File: src/rtl/branch_resolve_unit.sv
// Branch resolve: decides EX branch/jump outcome, flags mispredicts, queues predictor updates.
// Latency: redirect/flush/err_funct3 one cycle after EX; updates visible at queue head one cycle after push.
// Backpressure: upd_valid/upd_ready handshake on queue head; stall_req when full, overflow push dropped.
module branch_resolve_unit #(
  parameter int XLEN       = 32,
  parameter int FIFO_DEPTH = 4,
  parameter int CNT_W      = 32
) (
  input  logic             clk,
  input  logic             rst,
  input  logic             ex_valid,
  input  logic             ex_is_branch,
  input  logic [2:0]       ex_funct3,
  input  logic [XLEN-1:0]  ex_pc,
  input  logic [XLEN-1:0]  ex_target,
  input  logic             ex_pred_taken,
  input  logic [XLEN-1:0]  ex_pred_npc,
  input  logic             BrEq,
  input  logic             BrLt,
  output logic             BrUn,
  output logic             redirect_valid,
  output logic [XLEN-1:0]  redirect_pc,
  output logic             flush,
  output logic             upd_valid,
  input  logic             upd_ready,
  output logic [XLEN-1:0]  upd_pc,
  output logic             upd_taken,
  output logic             upd_mispred,
  output logic             stall_req,
  output logic             err_funct3,
  output logic             ovf_sticky,
  output logic [CNT_W-1:0] perf_branches,
  output logic [CNT_W-1:0] perf_mispreds
);

  localparam int AW = $clog2(FIFO_DEPTH);
  localparam int CW = AW + 1;
  localparam int PW = XLEN + 2;

  logic            live;
  logic            illegal;
  logic            taken;
  logic [XLEN-1:0] actual_npc;
  logic            mispred;
  logic            push;
  logic            pop;
  logic            full;
  logic            push_wr;

  logic [PW-1:0]   mem [FIFO_DEPTH];
  logic [PW-1:0]   hold;
  logic [AW-1:0]   wr_ptr;
  logic [AW-1:0]   rd_ptr;
  logic [CW-1:0]   count;

  // The fetch-time direction is implied by ex_pred_npc; the bit itself is not needed here.
  logic unused_pred_taken;
  assign unused_pred_taken = ex_pred_taken;

  // Unsigned compare for BLTU/BGEU, which are exactly the funct3 codes with bit 1 set.
  assign BrUn = ex_funct3[1];

  // The instruction right after a flush is wrong-path, so redirect_valid doubles as the shadow.
  assign live    = ex_valid & ~redirect_valid;
  assign illegal = ex_is_branch & (ex_funct3[2:1] == 2'b01);

  // Branch direction from comparator flags; BrLt is ignored whenever BrEq is set.
  always_comb begin
    taken = 1'b0;
    if (!ex_is_branch) begin
      taken = 1'b1;
    end else begin
      case (ex_funct3)
        3'b000:          taken = BrEq;
        3'b001:          taken = ~BrEq;
        3'b100, 3'b110:  taken = ~BrEq & BrLt;
        3'b101, 3'b111:  taken = BrEq | ~BrLt;
        default:         taken = 1'b0;
      endcase
    end
  end

  assign actual_npc = taken ? ex_target : ex_pc + XLEN'(4);
  assign mispred    = live & (actual_npc != ex_pred_npc);

  assign push    = live & ex_is_branch & ~illegal;
  assign full    = (count == CW'(FIFO_DEPTH));
  assign pop     = upd_valid & upd_ready;
  // While full a push only lands if the head leaves in the same cycle.
  assign push_wr = push & (~full | pop);

  assign stall_req = full;
  assign upd_valid = (count != '0);
  // With the queue empty the outputs keep showing the last entry popped.
  assign {upd_pc, upd_taken, upd_mispred} = upd_valid ? mem[rd_ptr] : hold;

  // Redirect/flush pulse, illegal funct3 pulse and overflow flag.
  always_ff @(posedge clk or posedge rst) begin
    if (rst) begin
      redirect_valid <= 1'b0;
      flush          <= 1'b0;
      redirect_pc    <= '0;
      err_funct3     <= 1'b0;
      ovf_sticky     <= 1'b0;
    end else begin
      redirect_valid <= mispred;
      flush          <= mispred;
      if (mispred) redirect_pc <= actual_npc;
      err_funct3     <= live & illegal;
      if (push & full & ~pop) ovf_sticky <= 1'b1;
    end
  end

  // Saturating performance counters.
  always_ff @(posedge clk or posedge rst) begin
    if (rst) begin
      perf_branches <= '0;
      perf_mispreds <= '0;
    end else begin
      if (push && perf_branches != '1)    perf_branches <= perf_branches + 1'b1;
      if (mispred && perf_mispreds != '1) perf_mispreds <= perf_mispreds + 1'b1;
    end
  end

  // Update queue storage, pointers, occupancy and last-popped hold register.
  always_ff @(posedge clk or posedge rst) begin
    if (rst) begin
      for (int i = 0; i < FIFO_DEPTH; i++) mem[i] <= '0;
      hold   <= '0;
      wr_ptr <= '0;
      rd_ptr <= '0;
      count  <= '0;
    end else begin
      if (push_wr) begin
        mem[wr_ptr] <= {ex_pc, taken, mispred};
        wr_ptr      <= wr_ptr + 1'b1;
      end
      if (pop) begin
        hold   <= mem[rd_ptr];
        rd_ptr <= rd_ptr + 1'b1;
      end
      case ({push_wr, pop})
        2'b10:   count <= count + 1'b1;
        2'b01:   count <= count - 1'b1;
        default: count <= count;
      endcase
    end
  end

endmodule

File: config.mk
export PLATFORM = sky130hd
export DESIGN_NAME = branch_resolve_unit
export DESIGN_NICKNAME = d
export VERILOG_FILES = /design/src/rtl/branch_resolve_unit.sv
export SDC_FILE = /design/constraint.sdc
export NUM_CORES = 1
export LEC_CHECK = 0
export ABC_CLOCK_PERIOD_IN_PS = 23800
export BUFFER_PORTS_ARGS = -buffer_cell sky130_fd_sc_hd__clkbuf_2
export CAP_MARGIN = 20
export CORE_UTILIZATION = 25
export DETAILED_ROUTE_END_ITERATION = 10
export HOLD_SLACK_MARGIN = 0.12
export PLACE_DENSITY = 0.42
export SLEW_MARGIN = 20
export SYNTH_ARGS = -nofsm -noshare
export SYNTH_HDL_FRONTEND = slang
export SYNTH_SLANG_ARGS = --single-unit
File: constraint.sdc
create_clock -name clk -period 23.8 [get_ports clk]
set_input_delay 7.14 -clock clk [delete_from_list [all_inputs] [get_ports clk]]
set_output_delay 7.14 -clock clk [all_outputs]
set_load 0.05 [all_outputs]
==> impl_metrics.csv, run 1 <==
group,metric,value,unit
floorplanning,die_area,57280,um^2
cells_and_area,area_growth,22.77,%
global_route,grt_start_max_net_pins,161,
place,place.port_buffers,242,
sta,grt_setup_unrepaired,"false",
power,swShare,39.82,%
synth,synth_edf_count,0,
clock_network,cts_tree,"done",
synth,avgSynthCellArea,11.77,um^2
worst_setup_path,crit_buf_inv,2,
synth,ys_ff_latch,276,
floorplanning,coreArea,55420,um^2
place,dp_hpwl,32550,um
job,cap_violations,0,
sta,slew_viol_final,0,
routing,route.detailed.drc,0,
routing,routedWlPerCell,20.96,um
power,powerDensity,130.7,nW/um^2
sta,fmax,0.06794,GHz
sta,max-slew-margin-rel,29.11,%
sta,finalCritPeriodShare,61.85,%
floorplanning,fp.dieH,239.3,um
cells_and_area,final_cell_mix,"275 x dfrtp_1, 242 x clkbuf_2, 195 x mux2_2",
power,p_clk_share,25.6,%
floorplanning,rows,86,
global_route,overflow,0,
clock_network,cts_root_buffer,"clkbuf_16",
power,intPower,1.360,mW
clock_network,htree_levels,2,
routing,drt-met1-wl,21760,um
synth,ys_warn_count,0,
global_route,grt_pass1_vias,10440,
routing,ant_nets,0,
worst_setup_path,cp_common_cell,"clkbuf_2",
worst_setup_path,end_kind,"output pin",
synth,seq_area_frac_synth,49.05,%
worst_setup_path,worst_path_max_delay_cell,"clkbuf_2",
routing,totalWireLength,45940,um
sta,timing.hold.ws,0.4746,ns
power,leakage,7.754,nW
clock_network,clk_pin_slew,0.06,ns
clock_network,hold_buffers,0,
routing,met2_length,20430,um
routing,dr_wl_met3,2890,um
worst_setup_path,cp_top_family,"buffers and inverters",
global_route,antenna_found_initial,11,
clock_network,cts_setup_buffers,0,
sta,min_period,14.72,ns
power,p_sw,899.8,uW
synth,netlist.area_leader.share,49.05,%
cells_and_area,final_layout_size_suffix_gt1_share,39.18,%
synth,async_reset_ff_share,100.0,%
global_route,grt_pass1_wl,68350,um
worst_setup_path,cp.arrival,7.58,ns
place,finalWeightedCongestion,0.9066,
global_route,grt_use_total,16.11,%
floorplanning,die_w,239.3,um
worst_setup_path,critPathMaxStageDelay,0.29,ns
floorplanning,ios,244,
synth,synth_cells,1196,
outcome,outcome,"completed",
min_path,holdCritPathClass,"flop to flop",
routing,via_count,10330,
clock_network,insertion_delay,0.55,ns
clock_network,cts.sinks,276,
sta,tns,0,ns
power,power_frac_comb,41.2,%
power,p_seq_share,33.2,%
sta,setup_viol,0,
power,ir_worst_vdd,69.54,uV
cells_and_area,layout_commonest_cell,"dfrtp_1",
routing,drt_iter0_drc,589,
routing,drtPass1Iterations,4,
routing,avgViaCountPerCell,4.711,
synth,synth_top_area_cell,"dfrtp_1",
sta,hold_violations,0,
cells_and_area,fin_nets,1525,
floorplanning,initial_core_util,25.41,%
sta,skew,0.01419,ns
synth,yosys-top-cells-area,"dfrtp_1 49%, mux2_2 16%, mux4_2 5.4%, xor2_1 3.4%, xnor2_1 3.2%",
clock_network,numCtsBuffers,35,
synth,postSynthNetCount,1311,
synth,syn_area,14080,um^2
sta,worstMarginPinSlew,1.063,ns
worst_setup_path,cp.required,16.66,ns
synth,synth-main-ff-cell,"dfrtp_1",
worst_setup_path,critPathLaunchType,"input port",
worst_setup_path,cp_max_fo,6,
worst_setup_path,path_cells,"clkbuf_2 > clkbuf_2",
routing,highest_layer,"met5",
clock_network,post_cts_resized,0,
clock_network,cts_buffer_depth,3,
worst_setup_path,crit_type,"input port to output pin",
synth,ys_types,74,
[power by group through the flow]
stage,clock network (mW),logic [mW],registers [mW]
after floorplan,0,0.673,0.790
after global placement,0,0.940,0.753
after detailed placement,0,0.947,0.760
after CTS,0.597,0.950,0.752
after global routing,0.614,0.994,0.777
final,0.577,0.932,0.750
[kinds of logic (layout without fill, tap and decap cells)]
group	count (synthesis)	after routing	share of synthesized area [%]
other	0	7	0
AOI/OAI and AO/OA	139	139	6.673
adders and majority gates	8	8	0.7642
muxes	238	238	21.72
DFF	276	276	49.05
and+or+nand+nor	312	312	11.43
buffers and inverters	115	356	3.457
xor gates and xnor gates	108	108	6.913
[path summary, 6_finish.rpt]
kind                            depth (start not counted)  slack (ns)                   start                            end
worst max-delay path                                    2        9.08            ex_funct3[1]                           BrUn
worst min-delay path                                    1        0.47  ovf_sticky$_DFFE_PP0P_         ovf_sticky$_DFFE_PP0P_
worst max register to register                         10       20.85         flush$_DFF_PP0_  perf_branches[29]$_DFFE_PP0P_
worst min register to register                          1        0.47  ovf_sticky$_DFFE_PP0P_         ovf_sticky$_DFFE_PP0P_
max in group asynchronous                               3       15.66                     rst    redirect_pc[14]$_DFFE_PP0P_
min in group asynchronous                               2        6.74                     rst           count[2]$_DFFE_PP0P_
[through the flow]
| step | instance area (um^2) | total power [mW] | cells | utilization [%] | worst slack, ns |
|---|---|---|---|---|---|
| after floorplan | 14080 | 1.464 | 1196 | - | 9.051 |
| after global placement | 16010 | 1.693 | 2121 | 28.89 | 9.084 |
| after detailed placement | 16010 | 1.707 | 2121 | 28.89 | 9.079 |
| after CTS | 17260 | 2.299 | 2185 | 31.15 | 9.078 |
| after global routing | 17280 | 2.385 | 2191 | 31.19 | 9.038 |
| final | 17290 | 2.259 | 2192 | 31.19 | 9.081 |
[synth_stat cells (3+ instances only)]
cell and instances:
dfrtp_1 276, mux2_2 195, nand2_1 93, xor2_1 54, xnor2_1 52, clkbuf_1 49
nor2_1 43, o21ai_0 41, nand3_1 38, inv_1 36, mux4_2 34, nor3_1 24
nand4_1 21, nor4_1 21, and3_1 18, a211oi_1 12, a21oi_1 12, o31ai_1 12
buf_2 11, a31oi_1 10, buf_1 10, a21o_1 9, and4_1 8, ha_1 7
mux2i_1 7, or4_1 7, nand2b_1 6, nor2b_1 6, o22ai_1 6, or3_1 6
buf_4 5, a2111oi_0 4, o2111ai_1 4, or2_2 4, a311oi_1 3, and2_1 3
buf_6 3, nor3b_1 3
[sequential cells by signal (all words and copies together), names as in the netlist, 2 cells and up]
signal / flops
count: 3
hold: 34
mem: 136
perf_mispreds: 32
redirect_pc: 32
wr_ptr: 2
perf_branches: 32
rd_ptr: 2
[area by class of cell]
type	count	area, um^2
Multi-Input combinational cell	805	6703
Antenna cell	7	17.52
Fill cell	5663	38130
Clock buffer	44	980.9
Clock inverter	20	271.5
Inverter	37	146.4
Timing Repair Buffer	255	1321
Sequential cell	276	6910
Tap cell	748	935.9
[metal layers]
metal	vias to the layer above	global-route usage (%)
met3	55	4.322
li1	4772	-
met5	-	1.039
met1	5211	22.76
met4	10	4.545
met2	278	23.87
(Power assumes the default switching activity.)
==> run 2, diff against run 1 <==
--- a/config.mk
+++ b/config.mk
@@ -5,13 +5,13 @@
 export SDC_FILE = /design/constraint.sdc
 export NUM_CORES = 1
 export LEC_CHECK = 0
-export ABC_CLOCK_PERIOD_IN_PS = 23800
+export ABC_CLOCK_PERIOD_IN_PS = 13100
 export BUFFER_PORTS_ARGS = -buffer_cell sky130_fd_sc_hd__clkbuf_2
 export CAP_MARGIN = 20
 export CORE_UTILIZATION = 25
 export DETAILED_ROUTE_END_ITERATION = 10
 export HOLD_SLACK_MARGIN = 0.12
-export PLACE_DENSITY = 0.42
+export PLACE_DENSITY = 0.43
 export SLEW_MARGIN = 20
 export SYNTH_ARGS = -nofsm -noshare
 export SYNTH_HDL_FRONTEND = slang
==> constraint.sdc (replaced) <==
create_clock -name clk -period 13.1 [get_ports clk]
set_input_delay 3.93 -clock clk [delete_from_list [all_inputs] [get_ports clk]]
set_output_delay 3.93 -clock clk [all_outputs]
set_load 0.05 [all_outputs]
==> run 2 against run 1 <==
Utilization is 0.11 points lower. Global-route usage hardly changed. Sequential power is 81% higher. Combinational power is 82% higher. Cell area is 0.35% lower. Non-clock buffer count is 2 higher. Count of clock-buffer cells in the layout is 10 higher. Sequential share of layout area is 0.14 points higher. Setup slack worse by 5.0 ns. Clock skew is 0.0015 ns higher. Critical path depth is 11 higher. Clock power is 73% higher. Largest power group unchanged. Highest routed layer unchanged.
==> impl_metrics.csv, run 2 (synthesis results as in run 1) <==
group,metric,value,unit
cells_and_area,fin_nets,1528,
clock_network,cts.sinks,276,
outcome,outcome,"completed",
place,finalWeightedCongestion,0.8774,
cells_and_area,final_layout_size_suffix_gt1_share,38.82,%
worst_setup_path,critPathMaxStageDelay,0.78,ns
clock_network,cts_buffer_depth,3,
global_route,antenna_found_initial,7,
place,place_ws,3.601,ns
place,place.port_buffers,242,
worst_setup_path,path_cells,"clkbuf_2 > ha_1 > nand2_1 > or4_1 > or3_1 > a32o_1 > a2111oi_0 > a21oi_1 > a2111o_1 > o21ai_4 > buf_4 > inv_2 > mux2_4",
job,cap_violations,0,
global_route,grt_pass1_vias,10660,
place,place_area,16020,um^2
power,powerDensity,235.8,nW/um^2
sta,worstMarginPinSlew,1.077,ns
floorplanning,die_area,57280,um^2
routing,routedWlPerCell,21.01,um
cells_and_area,largest_register_ffs,136,
power,ir_worst_vdd,113.7,uV
clock_network,numCtsBuffers,36,
worst_setup_path,reg2reg_depth,6,
sta,skew,0.01566,ns
floorplanning,ios,244,
sta,setup_viol,0,
routing,avgViaCountPerCell,4.751,
sta,tns,0,ns
min_path,holdCritPathClass,"flop to flop",
global_route,overflow,0,
routing,via_count,10400,
power,leakage,7.724,nW
routing,ant_nets,0,
power,power.total,4.062,mW
global_route,grt_start_max_net_pins,78,
worst_setup_path,cp_top_family,"compound AO/OA/AOI/OAI gates",
clock_network,hold_buffers,0,
cells_and_area,area_growth,22.33,%
clock_network,cts_tree,"done",
sta,slew_viol_final,0,
floorplanning,rows,86,
worst_setup_path,critPathLaunchType,"input port",
sta,hold_violations,0,
sta,max-slew-margin-rel,28.04,%
sta,fin_ws,4.120,ns
cells_and_area,finalInstanceArea,17230,um^2
routing,drtPass1Iterations,5,
routing,drt_iter0_drc,512,
global_route,grt_use_total,16.16,%
worst_setup_path,crit_type,"input port to flop",
sta,finalCritPeriodShare,68.55,%
worst_setup_path,cp.required,13.52,ns
clock_network,cts_root_buffer,"clkbuf_16",
routing,route.detailed.drc,0,
worst_setup_path,end_kind,"flop",
global_route,grt_pass1_wl,68850,um
worst_setup_path,cp.depth,13,
worst_setup_path,crit_buf_inv,3,
clock_network,cts_setup_buffers,0,
cells_and_area,final_cell_mix,"275 x dfrtp_1, 242 x clkbuf_2, 195 x mux2_2",
clock_network,post_cts_resized,0,
floorplanning,initial_core_util,25.41,%
clock_network,insertion_delay,0.54,ns
floorplanning,fp.dieH,239.3,um
cells_and_area,reg_top3,"mem: 136 flops, hold: 34 flops",
cells_and_area,layout_commonest_cell,"dfrtp_1",
worst_setup_path,worst_path_max_delay_cell,"o21ai_4",
cells_and_area,regMostFlops,"mem",
worst_setup_path,cp.arrival,9.40,ns
place,dp_hpwl,33090,um
sta,fmax,0.1114,GHz
min_path,whs_path_depth,1,
sta,min_period,8.980,ns
clock_network,htree_levels,2,
floorplanning,coreArea,55420,um^2
floorplanning,die_w,239.3,um
sta,grt_setup_unrepaired,"false",
clock_network,clk_pin_slew,0.06,ns
routing,totalWireLength,46010,um
worst_setup_path,cp_max_fo,49,
run 2: changes by cell type in the layout (fill, tap and decap cells not counted), sizes merged:
cell,change
clkbuf,+10
buf,+2
clkinvlp,-1
diode,-5
bufinv,-3
clkinv,-5
run 2: per-stage QoR:
step	cells	hold WS, ns	util [%]
after global placement	2123	0.4496	28.90
after CTS	2188	0.4607	31.06
after detailed placement	2123	0.4475	28.90
after global routing	2190	0.4893	31.08
after floorplan	1196	0.4446	-
final	2190	0.4528	31.08
run 2: worst paths after layout:
kind,startpoint,end,slack (ns)
max,ex_pc[2],redirect_pc[2]$_DFFE_PP0P_,4.12
max reg2reg,flush$_DFF_PP0_,mem[55]$_DFFE_PP0P_,9.15
min in group asynchronous,rst,ovf_sticky$_DFFE_PP0P_,3.43
min,ovf_sticky$_DFFE_PP0P_,ovf_sticky$_DFFE_PP0P_,0.45
max in group asynchronous,rst,perf_mispreds[4]$_DFFE_PP0P_,7.41
min reg2reg,ovf_sticky$_DFFE_PP0P_,ovf_sticky$_DFFE_PP0P_,0.45
run 2: metal layers:
layer,share of wire [%],vias to the layer above,GRT usage (%)
met5,0.16,-,0
met4,2.0,10,4.079
met3,7.2,61,4.679
met2,44,311,24.59
met1,46,5248,22.34
li1,-,4774,-
run 2: layout make-up:
class	count	area (um^2)
fill	5670	38190
sequential	276	6910
multi-input combinational	805	6705
timing repair buffer	257	1328
clock buffer	54	1050
tap	748	935.9
inverter	37	146.4
clock inverter	11	145.1
antenna	2	5.005
run 2: worst reg2reg max path, stage by stage, from the launching register on:
cell     delay, ns
dfrtp_1       0.48
nor2b_1       0.65
and3_1        0.45
nor2b_1       0.59
nand2_1       0.81
buf_4         0.52
mux2_2        0.32
run 2: where the power goes:
| part | switching (mW) | internal, mW | total, mW |
|---|---|---|---|
| registers | 0.197 | 1.17 | 1.36 |
| logic | 1.05 | 0.654 | 1.70 |
| clock network | 0.385 | 0.615 | 1.00 |
